## config.mk

```make
export PLATFORM = sky130hd
export DESIGN_NAME = bus_distributor
export DESIGN_NICKNAME = d
export VERILOG_FILES = /design/src/rtl/bus_distributor.sv
export SDC_FILE = /design/constraint.sdc
export NUM_CORES = 1
export LEC_CHECK = 0
export ABC_AREA = 0
export ABC_CLOCK_PERIOD_IN_PS = 10000
export CORE_ASPECT_RATIO = 0.7
export CORE_MARGIN = 5
export CORE_UTILIZATION = 53
export CTS_CLUSTER_DIAMETER = 80
export CTS_CLUSTER_SIZE = 14
export DETAILED_ROUTE_END_ITERATION = 6
export HOLD_SLACK_MARGIN = 0.03
export PLACE_DENSITY_LB_ADDON = 0.05
export SYNTH_ARGS = -nofsm -noshare
export SYNTH_HDL_FRONTEND = slang
export SYNTH_SLANG_ARGS = --single-unit
```

## constraint.sdc

```tcl
create_clock -name clk_in -period 10 [get_ports clk_in]
set_clock_uncertainty 0.2 [all_clocks]
set_input_delay 3 -clock clk_in [delete_from_list [all_inputs] [get_ports clk_in]]
set_output_delay 3 -clock clk_in [all_outputs]
set_load 0.02 [all_outputs]
```

## src/rtl/bus_distributor.sv

```systemverilog
// Round-robin stream demultiplexer onto per-channel output registers,
// with per-channel backpressure, enable mask, frame realignment and word count.
module bus_distributor #(
    parameter int NUM_OUTPUTS = 4,
    parameter int DATA_WIDTH  = 6,
    parameter int PULSE_MODE  = 0,
    parameter int CNT_WIDTH   = 16,
    localparam int IW = $clog2(NUM_OUTPUTS)
) (
    input  logic                                   clk_in,
    input  logic                                   rst_in,
    input  logic                                   data_valid_in,
    input  logic [DATA_WIDTH-1:0]                  data_line,
    input  logic                                   frame_start_in,
    output logic                                   data_ready_out,
    input  logic [NUM_OUTPUTS-1:0]                 channel_en_in,
    input  logic [NUM_OUTPUTS-1:0]                 out_ready_in,
    output logic [NUM_OUTPUTS-1:0][DATA_WIDTH-1:0] output_array,
    output logic [NUM_OUTPUTS-1:0]                 valid_outputs,
    output logic [IW-1:0]                          ix_out,
    output logic [CNT_WIDTH-1:0]                   word_count_out
);

    logic [IW-1:0]                          cur_q, cur_d;
    logic [NUM_OUTPUTS-1:0]                 valid_q, valid_d;
    logic [NUM_OUTPUTS-1:0][DATA_WIDTH-1:0] data_q, data_d;
    logic [CNT_WIDTH-1:0]                   cnt_q, cnt_d;

    logic [IW-1:0] tgt;
    logic          any_en;
    logic          slot_free;
    logic          accept;

    // First enabled channel at circular offset skip..skip+N-1 from base.
    function automatic logic [IW-1:0] find_en(
        input logic [IW-1:0]          base,
        input logic [NUM_OUTPUTS-1:0] en,
        input int                     skip
    );
        logic [IW-1:0] r;
        logic          hit;
        int            idx;
        r   = base;
        hit = 1'b0;
        for (int k = 0; k < NUM_OUTPUTS; k++) begin
            idx = (int'(base) + k + skip) % NUM_OUTPUTS;
            if (!hit && en[idx]) begin
                r   = IW'(idx);
                hit = 1'b1;
            end
        end
        return r;
    endfunction

    assign any_en = |channel_en_in;

    always_comb begin
        tgt = cur_q;
        if (any_en) begin
            if (frame_start_in) begin
                tgt = find_en('0, channel_en_in, 0);
            end else begin
                tgt = find_en(cur_q, channel_en_in, 0);
            end
        end
    end

    always_comb begin
        slot_free = 1'b1;
        if (PULSE_MODE == 0) begin
            slot_free = !valid_q[tgt] || out_ready_in[tgt];
        end
    end

    assign data_ready_out = any_en && slot_free;
    assign accept         = data_valid_in && data_ready_out;

    always_comb begin
        cur_d  = cur_q;
        cnt_d  = cnt_q;
        data_d = data_q;
        for (int i = 0; i < NUM_OUTPUTS; i++) begin
            if (PULSE_MODE != 0) begin
                valid_d[i] = 1'b0;
            end else begin
                valid_d[i] = valid_q[i] && !out_ready_in[i];
            end
        end
        // A reload wins over drain so back-to-back words leave no bubble.
        if (accept) begin
            valid_d[tgt] = 1'b1;
            data_d[tgt]  = data_line;
            cur_d        = find_en(tgt, channel_en_in, 1);
            cnt_d        = cnt_q + 1'b1;
        end
    end

    always_ff @(posedge clk_in or posedge rst_in) begin
        if (rst_in) begin
            cur_q   <= '0;
            valid_q <= '0;
            data_q  <= '0;
            cnt_q   <= '0;
        end else begin
            cur_q   <= cur_d;
            valid_q <= valid_d;
            data_q  <= data_d;
            cnt_q   <= cnt_d;
        end
    end

    assign output_array   = data_q;
    assign valid_outputs  = valid_q;
    assign ix_out         = tgt;
    assign word_count_out = cnt_q;

endmodule
```

# Word-level counts from Yosys, hierarchy flattened
# Cells that the tools add are included.
# word_totals
out_inout_bits	47
input_bits	18
regBits	46
# op_classes
bitwise	8
reduce_logical	39
order_cmp	10
muxes	69
addsub	10
# ops
op	n
2-to-1 mux 1 bit	43
less-than comparator 3 x 4 -> 1 bit (second input constant)	7
bitwise mux 24 bit	1
2-to-1 mux 2 bit	11
binary-select mux 1 bit (select 2 bit)	10
adder 16 x 1 -> 16 bit (second input constant)	1
logical AND 1 bit	16
logical NOT 1 bit	14
OR reduction 2 bit	7
demux 6 bit (select 2 bit)	1
adder 2 x 1 -> 2 bit (second input constant)	5
adder 2 bit (second input constant)	4
bitwise AND 1 bit (first input constant)	7
less-than comparator 2 x 3 -> 1 bit (second input constant)	2
2-to-1 mux 6 bit	1
2-to-1 mux 4 bit	1
OR 4 bit	1
OR reduction 4 bit	1
demux 1 bit (select 2 bit)	1
greater-or-equal comparator 2 x 1 -> 1 bit (second input constant)	1
logical OR 1 bit	1

# Depth between registers and ports, before layout
# Gate-level depths: netlist of the first run.
# logic_depth
depth_word	39
ltp_mapped	11
ltp_nobuf	10

# Worst setup path before layout of the first run
# Ideal clock, no wire load.
# synth_path
kind	in2out
from	input channel_en_in[0]
to	output data_ready_out
path_stages	7
required_ns	6.800
t_arrival_ns	4.750
setup_slack_ns	2.050
cell_sequence	buf_2 -> or4_4 -> o221a_2 -> clkinv_2 -> o21a_1 -> nor2_1 -> nor2_1
# synth_between
elab_chain_cells	25
word_cells_on_any_way	57
cone_classes	mux (41); reduce/logical (16)
# synth_lines
element	line	rtl
start, declared	16	input logic [NUM_OUTPUTS-1:0] channel_en_in,
binary-select mux 1 bit (select 2 bit)	47	if (!hit && en[idx]) begin
2-to-1 mux 1 bit (implied by the code)	47	
2-to-1 mux 1 bit	47	
2-to-1 mux 1 bit	60	if (frame_start_in) begin
2-to-1 mux 1 bit	59	if (any_en) begin
logical NOT 1 bit	47	
logical AND 1 bit	47	
2-to-1 mux 1 bit	47	
(+10 left out)	-	
2-to-1 mux 2 bit	60	
2-to-1 mux 2 bit (*)	59	
named net ix_out[1]	20	output logic [IW-1:0] ix_out,
binary-select mux 1 bit (select 2 bit)	71	slot_free = !valid_q[tgt] || out_ready_in[tgt];
2-to-1 mux 1 bit (implied by the code)	71	
logical NOT 1 bit	71	
logical OR 1 bit (*)	71	
logical AND 1 bit (*)	75	assign data_ready_out = any_en && slot_free;
end, declared	15	output logic data_ready_out,
# Mark *: on every way through the listed nets, which the timed path passes. The rest lies on a longest branch. The select of a mux whose other input is x is not followed.

# Final worst setup path of the first run
# layout_path
from	input channel_en_in[0]
to	output data_ready_out
# layout_between
elab_chain_cells	25
word_cells_on_any_way	57
cone_classes	mux (41); reduce/logical (16)
# layout_lines
element	line
binary-select mux 1 bit (select 2 bit)	47
2-to-1 mux 1 bit (implied by the code)	47
2-to-1 mux 1 bit	47
2-to-1 mux 1 bit	60
2-to-1 mux 1 bit	59
logical NOT 1 bit	47
logical AND 1 bit	47
2-to-1 mux 1 bit	47
(+9 left out)	-
2-to-1 mux 2 bit	47
2-to-1 mux 2 bit	60
2-to-1 mux 2 bit	59
binary-select mux 1 bit (select 2 bit)	71
2-to-1 mux 1 bit (implied by the code)	71
logical NOT 1 bit	71
logical OR 1 bit	71
logical AND 1 bit (*)	75
# Every way passes the cells marked *; elsewhere a longest branch is shown, timed or not. The select of a mux whose other input is x is not followed.

==> impl_metrics.yaml, run 1 <==
logic_synthesis:
  seq_area_frac_synth_pct: 43.46
  synth_seq_cells: 46
  synthTopCellsByArea: "dfrtp_1, mux2_4, xnor2_1"
  yosysTopAreaCell: "dfrtp_1"
  async_reset_ff_share_pct: 100.0
  yosys-top-cells-count: "dfrtp_1, mux2_4, xnor2_1"
  synth_edf_count: 0
  yosys_warnings: 0
  post-synth-top-count-cell: "dfrtp_1"
  ys.flop_type: "dfrtp_1"
  synth_cell_types: 57
  syn_area_um2: 2649
  synth.net_count: 258
  yosysTopAreaCellShare_pct: 43.46
  syn_area_per_cell_um2: 11.27
  synth_cells: 235
grt:
  grt_pass1_wl_mm: 10.39
  track_usage_pct: 20.21
  grt_overflow_total: 0
  grt_max_degree: 47
  antenna_found_initial: 0
  grt_pass1_vias: 1952
routing:
  avgRoutedWirePerCell_um: 17.52
  drt-initial-drc-count: 109
  vias_per_cell: 5.616
  drtAntennaViolNets: 0
  vias: 2050
  drt-total-wl_mm: 6.396
  drc_errors: 0
  dr.pass1.iters: 4
sta:
  timing.hold.ws_ps: 298.1
  drv_slew: 0
  fin_ws_ps: 863.3
  maxClockFrequency_mhz: 109.4
  slew_headroom_pct: 38.60
  finalSetupTns_ps: 0
  worst_slew_pin_slew_ps: 919.7
  min_period_ps: 9137
  hold_viol_final: 0
  post-route-period-util_pct: 91.37
  setup_viol: 0
  rsz0062_at_grt: "no"
pwr:
  max-vdd-ir-drop_mv: 0.1399
  pwr-share-seq_pct: 35.0
  power_density_nw_per_um2: 267.4
  p_int_w: 0.0005529
  pwr-share-clk_pct: 12.9
  power_leakage_nw: 1.520
  p_comb_share_pct: 52.1
  netSwitchingPower_w: 0.0003586
  netSwitchingFraction_pct: 39.34
worst_setup_path:
  cp_max_fo: 19
  crit_type: "in -> out"
  cp-start-kind: "input pin"
  rr_worst_depth: 9
  ff2ff_setup_slack_ps: 6700
  critPathRequiredTime_ps: 6800
  critPathArrivalTime_ps: 5940
  r2r_start: "cur_q[0]"
  crit_path_end_kind: "primary output"
  rr_endpoint: "cur_q[0]"
place:
  place_area_um2: 3314
  dp_slack_ps: 885.9
  portBuffers: 64
  routabilityCongestion: 0.9939
  dp.cells: 357
  place_hpwl_mm: 4.753
clock_network:
  cts_tree: "yes"
  clkTransAtPathRegs_ps: 90
  cts-hold-fix-buffers: 0
  cts_buffers: 5
  clock_sinks: 46
  worst_skew_pair.late_latency_ps: 300
  root_buffer: "clkbuf_8"
  ctsResizeCount: 0
  cts_max_level: 2
  cts_setup_buffers: 0
  clockBufferDepth: 2
floorplanning:
  die-area_um2: 6534
  fp.dieH_um: 69.15
  die_w_um: 94.50
  ioPinCount: 65
  core_area_um2: 4808
  row_count: 21
  initial_core_util_pct: 55.09
finish:
  drive_above_1_share_pct: 14.86
  multi_input_area_um2: 1405
  area_growth_pct: 28.67
  antenna_cells: 0
  final_nets: 318
  seqCellArea_um2: 1151
  nFillCells: 363
  fin_area_um2: 3408
  stdcell_count: 365
worst_hold_path:
  worstHoldEndpoint: "word_count_out[11]"
  hp-class: "reg -> reg"
  hp-start: "word_count_out[11]"
  hold_path_depth: 1
job:
  drv_cap: 0
run_status:
  status: "finished clean"
how the worst max path moves through the flow:
stage / startpoint / to / slack [ps] / depth (start not counted)
finish: channel_en_in[0] / data_ready_out / 860 / 8
floorplan: channel_en_in[0] / data_ready_out / 2050 / 7
detailed placement: channel_en_in[0] / data_ready_out / 890 / 8
global placement: channel_en_in[0] / data_ready_out / 960 / 8
global route: channel_en_in[0] / data_ready_out / 700 / 8
CTS: channel_en_in[0] / data_ready_out / 890 / 8
logic make-up after synthesis:
logic type | Yosys count | synth area share, %
AND/OR/NAND/NOR | 79 | 18.04
XOR/XNOR | 15 | 4.960
adder cells (fa/ha/maj) | 5 | 2.362
multiplexers | 26 | 14.41
buffers and inverters | 19 | 3.496
AO/OA/AOI/OAI | 45 | 13.27
flip-flops | 46 | 43.46
per-layer routing:
metal | wire (um) | GRT usage (%)
met5 | 0 | 0
met1 | 3083 | 31.82
met2 | 2638 | 27.04
met4 | 36 | 4.000
met3 | 638 | 6.304
power by group through the flow:
stage          clock [W]  combinational, W  sequential, W
2_1_floorplan          0          0.000213       0.000386
4_1_cts         0.000122          0.000478       0.000319
6_report        0.000117          0.000475       0.000319
3_3_place_gp           0          0.000470       0.000318
5_1_grt         0.000130          0.000504       0.000330
3_5_place_dp           0          0.000477       0.000321
through the flow:
stage / power [W] / util (%)
after global routing: 0.0009643 / 70.88
after detailed placement: 0.0007974 / 68.93
after global placement: 0.0007888 / 68.93
final: 0.0009114 / 70.88
after CTS: 0.0009189 / 70.88
after floorplan: 0.0005987 / -
cells in the final DEF (no fill, tap or decap), types with 2 or more instances in the layout:
cell type	count
and2_1	2
nand4_1	12
a21oi_1	3
dfrtp_1	46
nand2_1	10
nand2_4	4
o31ai_1	3
o21ai_0	8
o211ai_1	2
nor3_1	3
ha_1	5
inv_1	6
clkbuf_8	5
or3_1	2
clkdlybuf4s50_1	64
nor2_1	10
nor2b_1	9
nand2b_1	5
xnor2_1	14
nand3_1	4
mux2_4	24
nor3b_1	2
nor4_1	2
o21a_1	5
and3_1	7
a31oi_1	5
sequential cells by signal, summed over array words and instances (netlist names):
name and cells:
output_array 24, cur_q 2, word_count_out 16, valid_outputs 4
final cells by class:
| class | instances | share of cell area, % |
|---|---|---|
| multi-input combinational | 170 | 41.23 |
| sequential | 46 | 33.77 |
| timing repair buffer | 64 | 18.80 |
| tap | 69 | 2.533 |
| clock buffer | 5 | 2.019 |
| inverter | 8 | 0.9178 |
| clock inverter | 3 | 0.7342 |
worst max-delay path, stage by stage:
cell and delay (ps):
clkdlybuf4s50_1 720, or4_4 700, o221a_2 370, clkinv_2 170, o21a_1 200, nor2_1 60, nor2_1 90, clkdlybuf4s50_1 610
Power figures use the tool's default switching activity.
==> run 2, diff against run 1 <==
- CELL_PAD_IN_SITES_DETAIL_PLACEMENT: unset -> 1
- CELL_PAD_IN_SITES_GLOBAL_PLACEMENT: unset -> 1
- CORE_UTILIZATION: 53 -> 42
==> run 2 against run 1 <==
- core utilization down 15 points
- sequential cell count unchanged
- count of clock-buffer cells in the layout unchanged
- worst hold slack worse by 14 ps
- cell area up 1.1%
- clock power up 22%
- register-to-register slack worse by 200 ps
- wire length up 17%
- maximum frequency up 0.53%
==> impl_metrics.yaml, run 2 (same netlist as run 1, synthesis figures left out) <==
routing:
  drt-total-wl_mm: 7.475
  drtAntennaViolNets: 0
  dr.pass1.iters: 4
  vias_per_cell: 5.627
  avgRoutedWirePerCell_um: 19.93
  drc_errors: 0
  drt-initial-drc-count: 57
  vias: 2110
clock_network:
  ctsResizeCount: 0
  root_buffer: "clkbuf_8"
  cts_setup_buffers: 0
  cts_max_level: 2
  clock_sinks: 46
  cts_buffers: 5
  clockBufferDepth: 2
  worst_skew_pair.late_latency_ps: 310
  cts-hold-fix-buffers: 0
  cts_tree: "yes"
  clkTransAtPathRegs_ps: 80
worst_setup_path:
  cp_max_fo: 13
  r2r_start: "cur_q[0]"
  critPathRequiredTime_ps: 6800
  critPathArrivalTime_ps: 5890
  crit_chain: "clkdlybuf4s50_1, or3b_1, a21oi_1, o221a_2, clkinv_2, a2111oi_4, nor2_1, nor2_1, clkdlybuf4s50_1"
  crit_path_start: "channel_en_in[2]"
  crit_path_end_kind: "primary output"
  crit_type: "in -> out"
  cp-start-kind: "input pin"
  cpPeakStageDelay_ps: 740
  ff2ff_setup_slack_ps: 6500
  crit_end: "data_ready_out"
  slowest_stage: "clkdlybuf4s50_1"
  rr_worst_depth: 9
  rr_endpoint: "cur_q[0]"
worst_hold_path:
  hp-class: "reg -> reg"
floorplanning:
  fp.dieH_um: 76.45
  die-area_um2: 8021
  initial_core_util_pct: 42.82
  row_count: 24
  core_area_um2: 6186
  ioPinCount: 65
  die_w_um: 104.9
pwr:
  p_int_w: 0.0005776
  netSwitchingFraction_pct: 38.96
  p_comb_share_pct: 51.2
  netSwitchingPower_w: 0.0003686
  pwr-share-seq_pct: 33.7
  pwr-share-clk_pct: 15.1
  max-vdd-ir-drop_mv: 0.09267
  power_leakage_nw: 1.538
  power_w: 0.0009463
  power_density_nw_per_um2: 274.6
grt:
  grt_pass1_vias: 2161
  track_usage_pct: 18.68
  antenna_found_initial: 0
  grt_overflow_total: 0
  grt_pass1_wl_mm: 12.03
  grt_max_degree: 47
job:
  drv_cap: 0
place:
  portBuffers: 64
  routabilityCongestion: 0.8627
  place_hpwl_mm: 5.433
sta:
  drv_slew: 0
  setup_viol: 0
  post-route-period-util_pct: 90.88
  min_period_ps: 9088
  slew_headroom_pct: 36.50
  maxClockFrequency_mhz: 110.0
  rsz0062_at_grt: "no"
  finalSetupTns_ps: 0
  hold_viol_final: 0
  worst_slew_pin_slew_ps: 951.1
finish:
  final_common_cell: "clkdlybuf4s50_1"
  final_nets: 319
  drive_above_1_share_pct: 15.15
  nFillCells: 693
  area_growth_pct: 30.09
  largest_reg_flops: 24
  final_cell_mix: "clkdlybuf4s50_1, dfrtp_1, mux2_4"
  antenna_cells: 0
run_status:
  status: "finished clean"
## run 2: cell type report
cell class | instances | area (um^2) | share of cell area [%]
clock buffer | 5 | 68.82 | 1.997
inverter | 8 | 31.28 | 0.9078
tap | 78 | 97.59 | 2.832
sequential | 46 | 1151 | 33.41
timing repair buffer | 65 | 648.1 | 18.81
clock inverter | 3 | 43.79 | 1.271
multi-input combinational | 170 | 1405 | 40.78
## run 2: critical path, delay by kind of cell
family	cells	cell delay, ps
AO/OA/AOI/OAI	3	780
buffers and inverters	3	1550
AND/OR/NAND/NOR	3	560
## run 2: worst min path at each step
| stage | start | to | cells after the start |
|---|---|---|---|
| after floorplan | word_count_out[15] | word_count_out[15] | 1 |
| after global placement | word_count_out[15] | word_count_out[15] | 1 |
| after detailed placement | word_count_out[15] | word_count_out[15] | 1 |
| after CTS | word_count_out[15] | word_count_out[15] | 1 |
| after global routing | word_count_out[15] | word_count_out[15] | 1 |
| final | word_count_out[15] | word_count_out[15] | 1 |
## run 2: power groups by stage
| stage | Combinational [W] | Clock, W | Sequential [W] |
|---|---|---|---|
| after global placement | 0.000478 | 0 | 0.000319 |
| after CTS | 0.000488 | 0.000150 | 0.000320 |
| after global routing | 0.000511 | 0.000157 | 0.000330 |
| after floorplan | 0.000213 | 0 | 0.000386 |
| after detailed placement | 0.000485 | 0 | 0.000322 |
| final | 0.000485 | 0.000143 | 0.000319 |
## run 2: through the flow
| stage | utilization [%] | setup slack (ps) | cells | instance area, um^2 | hold slack, ps |
|---|---|---|---|---|---|
| finish | 55.70 | 911.7 | 375 | 3446 | 283.6 |
| global route | 55.70 | 758.1 | 375 | 3446 | 312.3 |
| CTS | 55.70 | 916.1 | 375 | 3446 | 288.9 |
| detailed placement | 53.88 | 936.2 | 367 | 3333 | 270.3 |
| global placement | 53.88 | 1010 | 367 | 3333 | 267.0 |
| floorplan | - | 2050 | 235 | 2649 | 381.2 |
## run 2: per-layer routing
layer	GRT usage (%)	part of all wire, %
met1	27.76	49
met2	27.01	43
met3	4.403	6.1
met4	4.981	1.5
met5	0	0
==> run 3, diff against run 2 <==
- CAP_MARGIN: unset -> 10
==> results of run 3 <==
Same layout as run 2: the final DEF is identical, and so are final timing and power.
